$ cat config.mk
export PLATFORM = sky130hd
export DESIGN_NAME = ift_mmio_responder_flat
export DESIGN_NICKNAME = d
export VERILOG_FILES = /design/src/rtl/ift_mmio_responder_if.sv /design/src/rtl/ift_mmio_responder.sv /design/src/flat_wrapper.sv
export SDC_FILE = /design/constraint.sdc
export NUM_CORES = 1
export LEC_CHECK = 0
export CAP_MARGIN = 10
export CELL_PAD_IN_SITES_DETAIL_PLACEMENT = 0
export CELL_PAD_IN_SITES_GLOBAL_PLACEMENT = 1
export CORE_MARGIN = 4
export CORE_UTILIZATION = 40
export CTS_CLUSTER_DIAMETER = 60
export DETAILED_ROUTE_END_ITERATION = 8
export PLACE_DENSITY = 0.78
export SYNTH_ARGS = -nofsm -noshare
export SYNTH_HDL_FRONTEND = slang
export SYNTH_SLANG_ARGS = --single-unit
$ cat constraint.sdc
create_clock -name clk_i -period 4.9 [get_ports clk_i]
set_input_delay 0.98 -clock clk_i [delete_from_list [all_inputs] [get_ports clk_i]]
set_output_delay 0.98 -clock clk_i [all_outputs]
set_load 0.005 [all_outputs]
$ cat src/rtl/ift_mmio_responder_if.sv
// MMIO request/response bus with a bit-exact taint shadow on every signal.
// The core side drives requests (master); the device side returns read data (slave).
interface ift_mmio_responder_if #(
  parameter int unsigned AddrWidth = 32,
  parameter int unsigned DataWidth = 64
);
  localparam int unsigned StrbWidth = DataWidth / 8;

  logic                 mmio_req_i;
  logic                 mmio_req_i_t0;
  logic                 mmio_we_i;
  logic                 mmio_we_i_t0;
  logic [AddrWidth-1:0] mmio_addr_i;
  logic [AddrWidth-1:0] mmio_addr_i_t0;
  logic [DataWidth-1:0] mmio_wdata_i;
  logic [DataWidth-1:0] mmio_wdata_i_t0;
  logic [StrbWidth-1:0] mmio_strb_i;
  logic [StrbWidth-1:0] mmio_strb_i_t0;
  logic [DataWidth-1:0] mmio_rdata_o;
  logic [DataWidth-1:0] mmio_rdata_o_t0;

  modport master (
    output mmio_req_i, mmio_req_i_t0, mmio_we_i, mmio_we_i_t0,
    output mmio_addr_i, mmio_addr_i_t0, mmio_wdata_i, mmio_wdata_i_t0,
    output mmio_strb_i, mmio_strb_i_t0,
    input  mmio_rdata_o, mmio_rdata_o_t0
  );

  modport slave (
    input  mmio_req_i, mmio_req_i_t0, mmio_we_i, mmio_we_i_t0,
    input  mmio_addr_i, mmio_addr_i_t0, mmio_wdata_i, mmio_wdata_i_t0,
    input  mmio_strb_i, mmio_strb_i_t0,
    output mmio_rdata_o, mmio_rdata_o_t0
  );
endinterface

$ cat src/rtl/ift_mmio_responder.sv
// Taint-tracking MMIO responder: STOP/SCRATCH/TX-FIFO/STATUS/CYCLE registers, each stored bit shadowed by a taint bit.
// Read data is registered (1-cycle latency); IFT_MMIO_CTRL_TAINT_EN enables control-taint propagation.
module ift_mmio_responder #(
  parameter int unsigned          AddrWidth = 32,
  parameter int unsigned          DataWidth = 64,
  parameter logic [AddrWidth-1:0] BaseAddr  = AddrWidth'(32'h1000_0000),
  parameter int unsigned          FifoDepth = 8
) (
  input  logic                      clk_i,
  input  logic                      rst_ni,
  ift_mmio_responder_if.slave       mmio,
  output logic                      stop_o,
  output logic                      stop_o_t0,
  output logic                      tx_valid_o,
  input  logic                      tx_ready_i,
  output logic [7:0]                tx_data_o,
  output logic [7:0]                tx_data_o_t0,
  output logic                      decode_err_o
);
  localparam int unsigned StrbWidth = DataWidth / 8;
  localparam int unsigned PtrW      = (FifoDepth > 1) ? $clog2(FifoDepth) : 1;
  localparam int unsigned CntW      = PtrW + 1;
  localparam logic [AddrWidth-1:0] WinBytes = AddrWidth'(40);

  localparam logic [2:0] RegStop    = 3'd0;
  localparam logic [2:0] RegScratch = 3'd1;
  localparam logic [2:0] RegTx      = 3'd2;
  localparam logic [2:0] RegStatus  = 3'd3;
  localparam logic [2:0] RegCycle   = 3'd4;

  logic [DataWidth-1:0] stop_q, stop_d, stop_t0_q, stop_t0_d;
  logic [DataWidth-1:0] scratch_q, scratch_d, scratch_t0_q, scratch_t0_d;
  logic [DataWidth-1:0] rdata_q, rdata_d, rdata_t0_q, rdata_t0_d;
  logic [63:0]          cycle_q, cycle_d;
  logic                 ovf_q, ovf_d;
  logic                 decode_err_q, decode_err_d;
  logic [7:0]           fifo_dat_q [FifoDepth];
  logic [7:0]           fifo_dat_d [FifoDepth];
  logic [7:0]           fifo_t0_q  [FifoDepth];
  logic [7:0]           fifo_t0_d  [FifoDepth];
  logic [PtrW-1:0]      wptr_q, wptr_d, rptr_q, rptr_d;
  logic [CntW-1:0]      count_q, count_d;

  logic [AddrWidth-1:0] offset;
  logic [2:0]           sel;
  logic                 in_window, aligned, hit, wr_en, rd_req;
  logic                 ctrl_t;
  logic [StrbWidth-1:0] force_t0;
  logic                 full, pop, tx_wr, push;
  logic [DataWidth-1:0] status_val;

`ifdef IFT_MMIO_CTRL_TAINT_EN
  assign ctrl_t   = mmio.mmio_req_i_t0 | mmio.mmio_we_i_t0 | (|mmio.mmio_addr_i_t0);
  assign force_t0 = mmio.mmio_strb_i_t0 | {StrbWidth{ctrl_t}};
`else
  logic ctrl_t0_unused;
  assign ctrl_t0_unused = ^{mmio.mmio_req_i_t0, mmio.mmio_we_i_t0, mmio.mmio_addr_i_t0, mmio.mmio_strb_i_t0};
  assign ctrl_t   = 1'b0;
  assign force_t0 = '0;
`endif

  function automatic logic [DataWidth-1:0] merge_dat(input logic [DataWidth-1:0] old_v,
                                                     input logic [DataWidth-1:0] new_v,
                                                     input logic [StrbWidth-1:0] strb);
    logic [DataWidth-1:0] r;
    r = old_v;
    for (int i = 0; i < StrbWidth; i++) begin
      if (strb[i]) r[8*i +: 8] = new_v[8*i +: 8];
    end
    return r;
  endfunction

  // Forced bytes become fully tainted even when their data byte is not written.
  function automatic logic [DataWidth-1:0] merge_t0(input logic [DataWidth-1:0] old_t,
                                                    input logic [DataWidth-1:0] new_t,
                                                    input logic [StrbWidth-1:0] strb,
                                                    input logic [StrbWidth-1:0] frc);
    logic [DataWidth-1:0] r;
    r = old_t;
    for (int i = 0; i < StrbWidth; i++) begin
      if (strb[i]) r[8*i +: 8] = new_t[8*i +: 8];
      if (frc[i])  r[8*i +: 8] = 8'hFF;
    end
    return r;
  endfunction

  assign offset    = mmio.mmio_addr_i - BaseAddr;
  assign in_window = offset < WinBytes;
  assign aligned   = mmio.mmio_addr_i[2:0] == 3'b000;
  assign sel       = offset[5:3];
  assign hit       = mmio.mmio_req_i & in_window & aligned;
  assign wr_en     = hit & mmio.mmio_we_i;
  assign rd_req    = mmio.mmio_req_i & ~mmio.mmio_we_i;

  assign full      = count_q == CntW'(FifoDepth);
  assign pop       = tx_valid_o & tx_ready_i;
  assign tx_wr     = wr_en & (sel == RegTx) & mmio.mmio_strb_i[0];
  assign push      = tx_wr & (~full | pop);

  assign status_val = {{(DataWidth-16){1'b0}}, 8'(count_q), 6'b0, ovf_q, stop_q[0]};

  always_comb begin
    stop_d       = stop_q;
    stop_t0_d    = stop_t0_q;
    scratch_d    = scratch_q;
    scratch_t0_d = scratch_t0_q;
    rdata_d      = rdata_q;
    rdata_t0_d   = rdata_t0_q;
    ovf_d        = ovf_q;
    fifo_dat_d   = fifo_dat_q;
    fifo_t0_d    = fifo_t0_q;
    wptr_d       = wptr_q;
    rptr_d       = rptr_q;
    cycle_d      = cycle_q + 64'd1;
    decode_err_d = mmio.mmio_req_i & ~(in_window & aligned);
    count_d      = count_q + CntW'(push) - CntW'(pop);

    if (wr_en) begin
      case (sel)
        RegStop: begin
          stop_d    = merge_dat(stop_q, mmio.mmio_wdata_i, mmio.mmio_strb_i);
          stop_t0_d = merge_t0(stop_t0_q, mmio.mmio_wdata_i_t0, mmio.mmio_strb_i, force_t0);
        end
        RegScratch: begin
          scratch_d    = merge_dat(scratch_q, mmio.mmio_wdata_i, mmio.mmio_strb_i);
          scratch_t0_d = merge_t0(scratch_t0_q, mmio.mmio_wdata_i_t0, mmio.mmio_strb_i, force_t0);
        end
        default: ;
      endcase
    end

    // A full FIFO still accepts a push when the consumer pops in the same cycle.
    if (tx_wr & full & ~pop) ovf_d = 1'b1;
    if (push) begin
      fifo_dat_d[wptr_q] = mmio.mmio_wdata_i[7:0];
      fifo_t0_d[wptr_q]  = mmio.mmio_wdata_i_t0[7:0] | {8{force_t0[0]}};
      wptr_d             = wptr_q + PtrW'(1);
    end
    if (pop) rptr_d = rptr_q + PtrW'(1);

    if (rd_req) begin
      rdata_d    = '0;
      rdata_t0_d = '0;
      if (hit) begin
        case (sel)
          RegStop: begin
            rdata_d    = stop_q;
            rdata_t0_d = stop_t0_q;
          end
          RegScratch: begin
            rdata_d    = scratch_q;
            rdata_t0_d = scratch_t0_q;
          end
          RegStatus: begin
            rdata_d    = status_val;
            rdata_t0_d = {{(DataWidth-1){1'b0}}, stop_t0_q[0]};
          end
          RegCycle:  rdata_d = DataWidth'(cycle_q);
          default: ;
        endcase
      end
      if (ctrl_t) rdata_t0_d = '1;
    end
  end

  always_ff @(posedge clk_i or negedge rst_ni) begin
    if (!rst_ni) begin
      stop_q       <= '0;
      stop_t0_q    <= '0;
      scratch_q    <= '0;
      scratch_t0_q <= '0;
      rdata_q      <= '0;
      rdata_t0_q   <= '0;
      cycle_q      <= '0;
      ovf_q        <= 1'b0;
      decode_err_q <= 1'b0;
      wptr_q       <= '0;
      rptr_q       <= '0;
      count_q      <= '0;
      for (int i = 0; i < FifoDepth; i++) begin
        fifo_dat_q[i] <= '0;
        fifo_t0_q[i]  <= '0;
      end
    end else begin
      stop_q       <= stop_d;
      stop_t0_q    <= stop_t0_d;
      scratch_q    <= scratch_d;
      scratch_t0_q <= scratch_t0_d;
      rdata_q      <= rdata_d;
      rdata_t0_q   <= rdata_t0_d;
      cycle_q      <= cycle_d;
      ovf_q        <= ovf_d;
      decode_err_q <= decode_err_d;
      wptr_q       <= wptr_d;
      rptr_q       <= rptr_d;
      count_q      <= count_d;
      fifo_dat_q   <= fifo_dat_d;
      fifo_t0_q    <= fifo_t0_d;
    end
  end

  assign mmio.mmio_rdata_o    = rdata_q;
  assign mmio.mmio_rdata_o_t0 = rdata_t0_q;
  assign stop_o               = stop_q[0];
  assign stop_o_t0            = stop_t0_q[0];
  assign tx_valid_o           = count_q != '0;
  assign tx_data_o            = fifo_dat_q[rptr_q];
  assign tx_data_o_t0         = fifo_t0_q[rptr_q];
  assign decode_err_o         = decode_err_q;
endmodule

$ cat src/flat_wrapper.sv
// flat-port wrapper written by rule: the top's interface ports become plain ports
module ift_mmio_responder_flat 
#(
  parameter int unsigned          AddrWidth = 32,
  parameter int unsigned          DataWidth = 64,
  parameter logic [AddrWidth-1:0] BaseAddr  = AddrWidth'(32'h1000_0000),
  parameter int unsigned          FifoDepth = 8
)
  (clk_i, rst_ni, stop_o, stop_o_t0, tx_valid_o, tx_ready_i, tx_data_o, tx_data_o_t0, decode_err_o, mmio_mmio_req_i, mmio_mmio_req_i_t0, mmio_mmio_we_i, mmio_mmio_we_i_t0, mmio_mmio_addr_i, mmio_mmio_addr_i_t0, mmio_mmio_wdata_i, mmio_mmio_wdata_i_t0, mmio_mmio_strb_i, mmio_mmio_strb_i_t0, mmio_mmio_rdata_o, mmio_mmio_rdata_o_t0);
  ift_mmio_responder_if #(.AddrWidth(AddrWidth), .DataWidth(DataWidth)) mmio_i ();
  input  logic clk_i;
  input  logic rst_ni;
  output logic stop_o;
  output logic stop_o_t0;
  output logic tx_valid_o;
  input  logic tx_ready_i;
  output logic [7:0] tx_data_o;
  output logic [7:0] tx_data_o_t0;
  output logic decode_err_o;
  input wire logic [$bits(mmio_i.mmio_req_i)-1:0] mmio_mmio_req_i;
  input wire logic [$bits(mmio_i.mmio_req_i_t0)-1:0] mmio_mmio_req_i_t0;
  input wire logic [$bits(mmio_i.mmio_we_i)-1:0] mmio_mmio_we_i;
  input wire logic [$bits(mmio_i.mmio_we_i_t0)-1:0] mmio_mmio_we_i_t0;
  input wire logic [$bits(mmio_i.mmio_addr_i)-1:0] mmio_mmio_addr_i;
  input wire logic [$bits(mmio_i.mmio_addr_i_t0)-1:0] mmio_mmio_addr_i_t0;
  input wire logic [$bits(mmio_i.mmio_wdata_i)-1:0] mmio_mmio_wdata_i;
  input wire logic [$bits(mmio_i.mmio_wdata_i_t0)-1:0] mmio_mmio_wdata_i_t0;
  input wire logic [$bits(mmio_i.mmio_strb_i)-1:0] mmio_mmio_strb_i;
  input wire logic [$bits(mmio_i.mmio_strb_i_t0)-1:0] mmio_mmio_strb_i_t0;
  output wire logic [$bits(mmio_i.mmio_rdata_o)-1:0] mmio_mmio_rdata_o;
  output wire logic [$bits(mmio_i.mmio_rdata_o_t0)-1:0] mmio_mmio_rdata_o_t0;
  assign mmio_i.mmio_req_i = mmio_mmio_req_i;
  assign mmio_i.mmio_req_i_t0 = mmio_mmio_req_i_t0;
  assign mmio_i.mmio_we_i = mmio_mmio_we_i;
  assign mmio_i.mmio_we_i_t0 = mmio_mmio_we_i_t0;
  assign mmio_i.mmio_addr_i = mmio_mmio_addr_i;
  assign mmio_i.mmio_addr_i_t0 = mmio_mmio_addr_i_t0;
  assign mmio_i.mmio_wdata_i = mmio_mmio_wdata_i;
  assign mmio_i.mmio_wdata_i_t0 = mmio_mmio_wdata_i_t0;
  assign mmio_i.mmio_strb_i = mmio_mmio_strb_i;
  assign mmio_i.mmio_strb_i_t0 = mmio_mmio_strb_i_t0;
  assign mmio_mmio_rdata_o = mmio_i.mmio_rdata_o;
  assign mmio_mmio_rdata_o_t0 = mmio_i.mmio_rdata_o_t0;
  ift_mmio_responder #(.AddrWidth(AddrWidth), .DataWidth(DataWidth), .BaseAddr(BaseAddr), .FifoDepth(FifoDepth)) u_core (.clk_i(clk_i), .rst_ni(rst_ni), .mmio(mmio_i), .stop_o(stop_o), .stop_o_t0(stop_o_t0), .tx_valid_o(tx_valid_o), .tx_ready_i(tx_ready_i), .tx_data_o(tx_data_o), .tx_data_o_t0(tx_data_o_t0), .decode_err_o(decode_err_o));
endmodule
==> impl_metrics.csv <==
group,metric,value,unit
global_routing,grt_max_degree,130,
global_routing,grt_pass1_wl,108,mm
sta,rsz0062_at_grt,"false",
floorplanning,die_area,0.0688,sq mm
yosys,ys_seq_area_frac,0.569,
power,pwr-share-seq,0.461,
floorplanning,start_util,0.407,
floorplanning,io_pins,363,
yosys,synthArstFlopShare,1.00,
yosys,synth_top_area_share,0.569,
routing,vias_per_cell,5.37,
yosys,synth-simple-area-share,0.0725,
setup_path,path_cells,"buf_4, mux4_2, mux2_2, clkdlybuf4s50_1",
placed_design,dpl.hpwl,45.8,mm
yosys,yosys.cell_types.count,61,
placed_design,place.gp.congestion,0.799,
yosys,synth_edf_count,0,
run,maxCapViolCount,0,
power,internal-power,0.00840,W
yosys,netlist_area,0.0259,sq mm
sta,skew,0.0193,ns
power,comb_power_share,0.067,
clock_tree,post-cts-setup-buffers,0,
routing,drc,0,
clock_tree,cts_hold_buf,0,
routing,wirelength,68.3,mm
sta,setup_tns,0,ns
yosys,synthMuxAreaShare,0.236,
clock_tree,clk_pin_slew,0.06,ns
clock_tree,cts_tree,"yes",
yosys,synth_flop_cell,"dfrtp_1",
setup_path,path_class,"reg -> out",
layout,area_delta_synth_final,24.9,%
setup_path,crit_path_start_kind,"flop",
sta,fin_ws,1.01,ns
clock_tree,cts.sinks,588,
sta,min_period_over_period,0.794,
sta,worstMarginPinSlew,0.987,ns
sta,fmax,257,MHz
power,p_clk_frac,0.472,
clock_tree,numCtsBuffers,68,
setup_path,critPathCaptureType,"output port",
placed_design,pre_cts_slack,0.826,ns
routing,drt-pass1-iter-count,5,
yosys,post-synth-top-count-cell,"dfrtp_1",
clock_tree,htreeDepth,3,
sta,timing.slew.headroom,0.340,
clock_tree,clkLatencyLatePin,0.59,ns
routing,drt_iter0_markers,966,
power,swShare,0.233,
sta,post-route-min-period,3.89,ns
run_status,status,"finished, final reports clean",
sta,slew_viol_final,0,
yosys,synth-compound-area-share,0.0687,
placed_design,numPortBuffers,320,
power,p_total,0.0109,W
yosys,synth_warnings,0,
yosys,syn_nets,2108,
setup_path,arrival,2.91,ns
floorplanning,rows,92,
floorplanning,die-height,262,um
yosys,synth_area_leaders,"dfrtp_1, mux2_2, mux2_4",
clock_tree,ctsRootBufferMaster,"clkbuf_16",
global_routing,grt_util_all_layers,0.196,
setup_path,crit_slowest_cell,"dfrtp_2",
yosys,synth_top_family_by_area,"multiplexers",
setup_path,reg2reg_depth,9,
routing,wl_per_cell,22.0,um
sta,hold_viol_final,0,
power,leakage,15.0,nW
yosys,synth.avg_cell_area,13.7,sq um
setup_path,cp_max_fo,13,
clock_tree,clockBufferDepth,3,
sta,final-setup-viol-count,0,
power,peakVddDrop,0.272,mV
yosys,synth-seq-cells,588,
routing,postRouteAntennaNets,0,
floorplanning,core_area,0.0635,sq mm
setup_path,slowest_delay,0.61,ns
min_path,hold_class,"in -> async",
power,switchingPower,0.00255,W
global_routing,grt_remaining_overflow,0,
setup_path,cp_data_required_time,3.92,ns
yosys,synthAdderAreaFrac,0.00513,
routing,vias,16700,
yosys,synth_xor_area_frac,0.0230,
floorplanning,die_w,262,um
yosys,synth_common_cells,"dfrtp_1, mux2_2, nand2_1, o21ai_0, mux2_4",
clock_tree,cts_repair_resize_count,0,
layout,fillers,5482,
layout,nets,2436,
power,powerDensity,339,mW/mm^2
global_routing,grt_antenna_before_repair,7,
global_routing,grt_pass1_vias,18400,
layout,drive_above_1_share,0.275,
yosys,netlist_instances,1883,
yosys,synth_area_leader_cell,"dfrtp_1",
worst paths after layout:
kind	from	endpoint	slack (ns)
min reg2reg	u_core.ovf_q	u_core.ovf_q	0.47
max in group asynchronous	rst_ni	u_core.mmio.mmio_rdata_o_t0[13]	3.31
min	rst_ni	u_core.mmio.mmio_rdata_o_t0[30]	0.36
max reg2reg	u_core.count_q[2]	u_core.fifo_t0_q[8]	2.06
max	u_core.rptr_q[0]	tx_data_o[6]	1.01
min in group clk_i	u_core.ovf_q	u_core.ovf_q	0.47
placed cells by master, fill, tap and decap left out, types with 11 or more instances in the layout:
master | synthesis | final
mux2_1 | 15 | 15
xnor2_1 | 39 | 39
clkbuf_8 | 0 | 18
nand4_1 | 14 | 14
xor2_1 | 29 | 29
nor2_1 | 26 | 26
nand3_1 | 34 | 34
a22o_1 | 63 | 63
o21ai_0 | 123 | 123
nand2_1 | 161 | 161
clkbuf_16 | 0 | 68
mux2_4 | 70 | 70
nor3_4 | 18 | 18
buf_4 | 4 | 43
mux2i_1 | 60 | 60
nor3_1 | 17 | 15
inv_1 | 16 | 16
mux4_2 | 32 | 32
a22oi_1 | 63 | 63
clkdlybuf4s50_1 | 0 | 317
mux2_2 | 317 | 317
clkbuf_1 | 63 | 11
dfrtp_1 | 588 | 586
power groups by stage:
stage	sequential (W)	combinational [W]	clock (W)
after detailed placement	0.00513	0.000751	0
after floorplan	0.00500	0.000445	0
after global routing	0.00505	0.000806	0.00549
after global placement	0.00513	0.000730	0
final	0.00504	0.000735	0.00517
after CTS	0.00504	0.000755	0.00530
worst max-delay path: cells and delay by family (launching register included):
| kind | cells | cell delay [ns] |
|---|---|---|
| multiplexers | 2 | 0.88 |
| buffers and inverters | 2 | 0.82 |
| flip-flops | 1 | 0.61 |
area by class of cell:
type / instances / area [sq um] / area share
Antenna cell: 2 / 5.00 / 0.000155
Clock buffer: 97 / 1990 / 0.0616
Clock inverter: 22 / 300 / 0.00930
Inverter: 17 / 63.8 / 0.00198
Multi-Input combinational cell: 1167 / 10500 / 0.325
Sequential cell: 588 / 14700 / 0.456
Tap cell: 846 / 1060 / 0.0328
Timing Repair Buffer: 369 / 3660 / 0.113
through the flow:
stage / utilization / hold slack, ns / instance area [sq um] / cells
after global placement: 0.472 / 0.454 / 30000 / 2987
after detailed placement: 0.472 / 0.463 / 30000 / 2987
after global routing: 0.508 / 0.387 / 32300 / 3107
after floorplan: - / 0.438 / 25900 / 1883
final: 0.508 / 0.356 / 32300 / 3108
after CTS: 0.508 / 0.350 / 32300 / 3106
per-layer routing:
metal | global-route usage | part of all wire
met1 | 0.260 | 0.44
met2 | 0.328 | 0.49
met3 | 0.0422 | 0.048
met4 | 0.0528 | 0.024
met5 | 0 | 0.00083
registers in the layout (all words and copies together), names as in the netlist:
name / count
u_core.stop_t0_q: 64
u_core.decode_err_o: 1
u_core.ovf_q: 1
u_core.fifo_t0_q: 64
u_core.cycle_q: 64
u_core.rptr_q: 3
u_core.count_q: 4
u_core.stop_q: 64
u_core.wptr_q: 3
u_core.scratch_t0_q: 64
u_core.mmio.mmio_rdata_o_t0: 64
u_core.fifo_dat_q: 64
u_core.scratch_q: 64
u_core.mmio.mmio_rdata_o: 64
logic make-up (layout without fill, tap and decap cells):
group           after synthesis  in the layout
flops                       588            588
mux                         494            494
simple gates                328            328
compound gates              267            267
buf+inv                     128            505
xor+xnor                     68             68
fa+ha+maj                    10             10
other cells                   0              2
(Power assumes the default switching activity.)
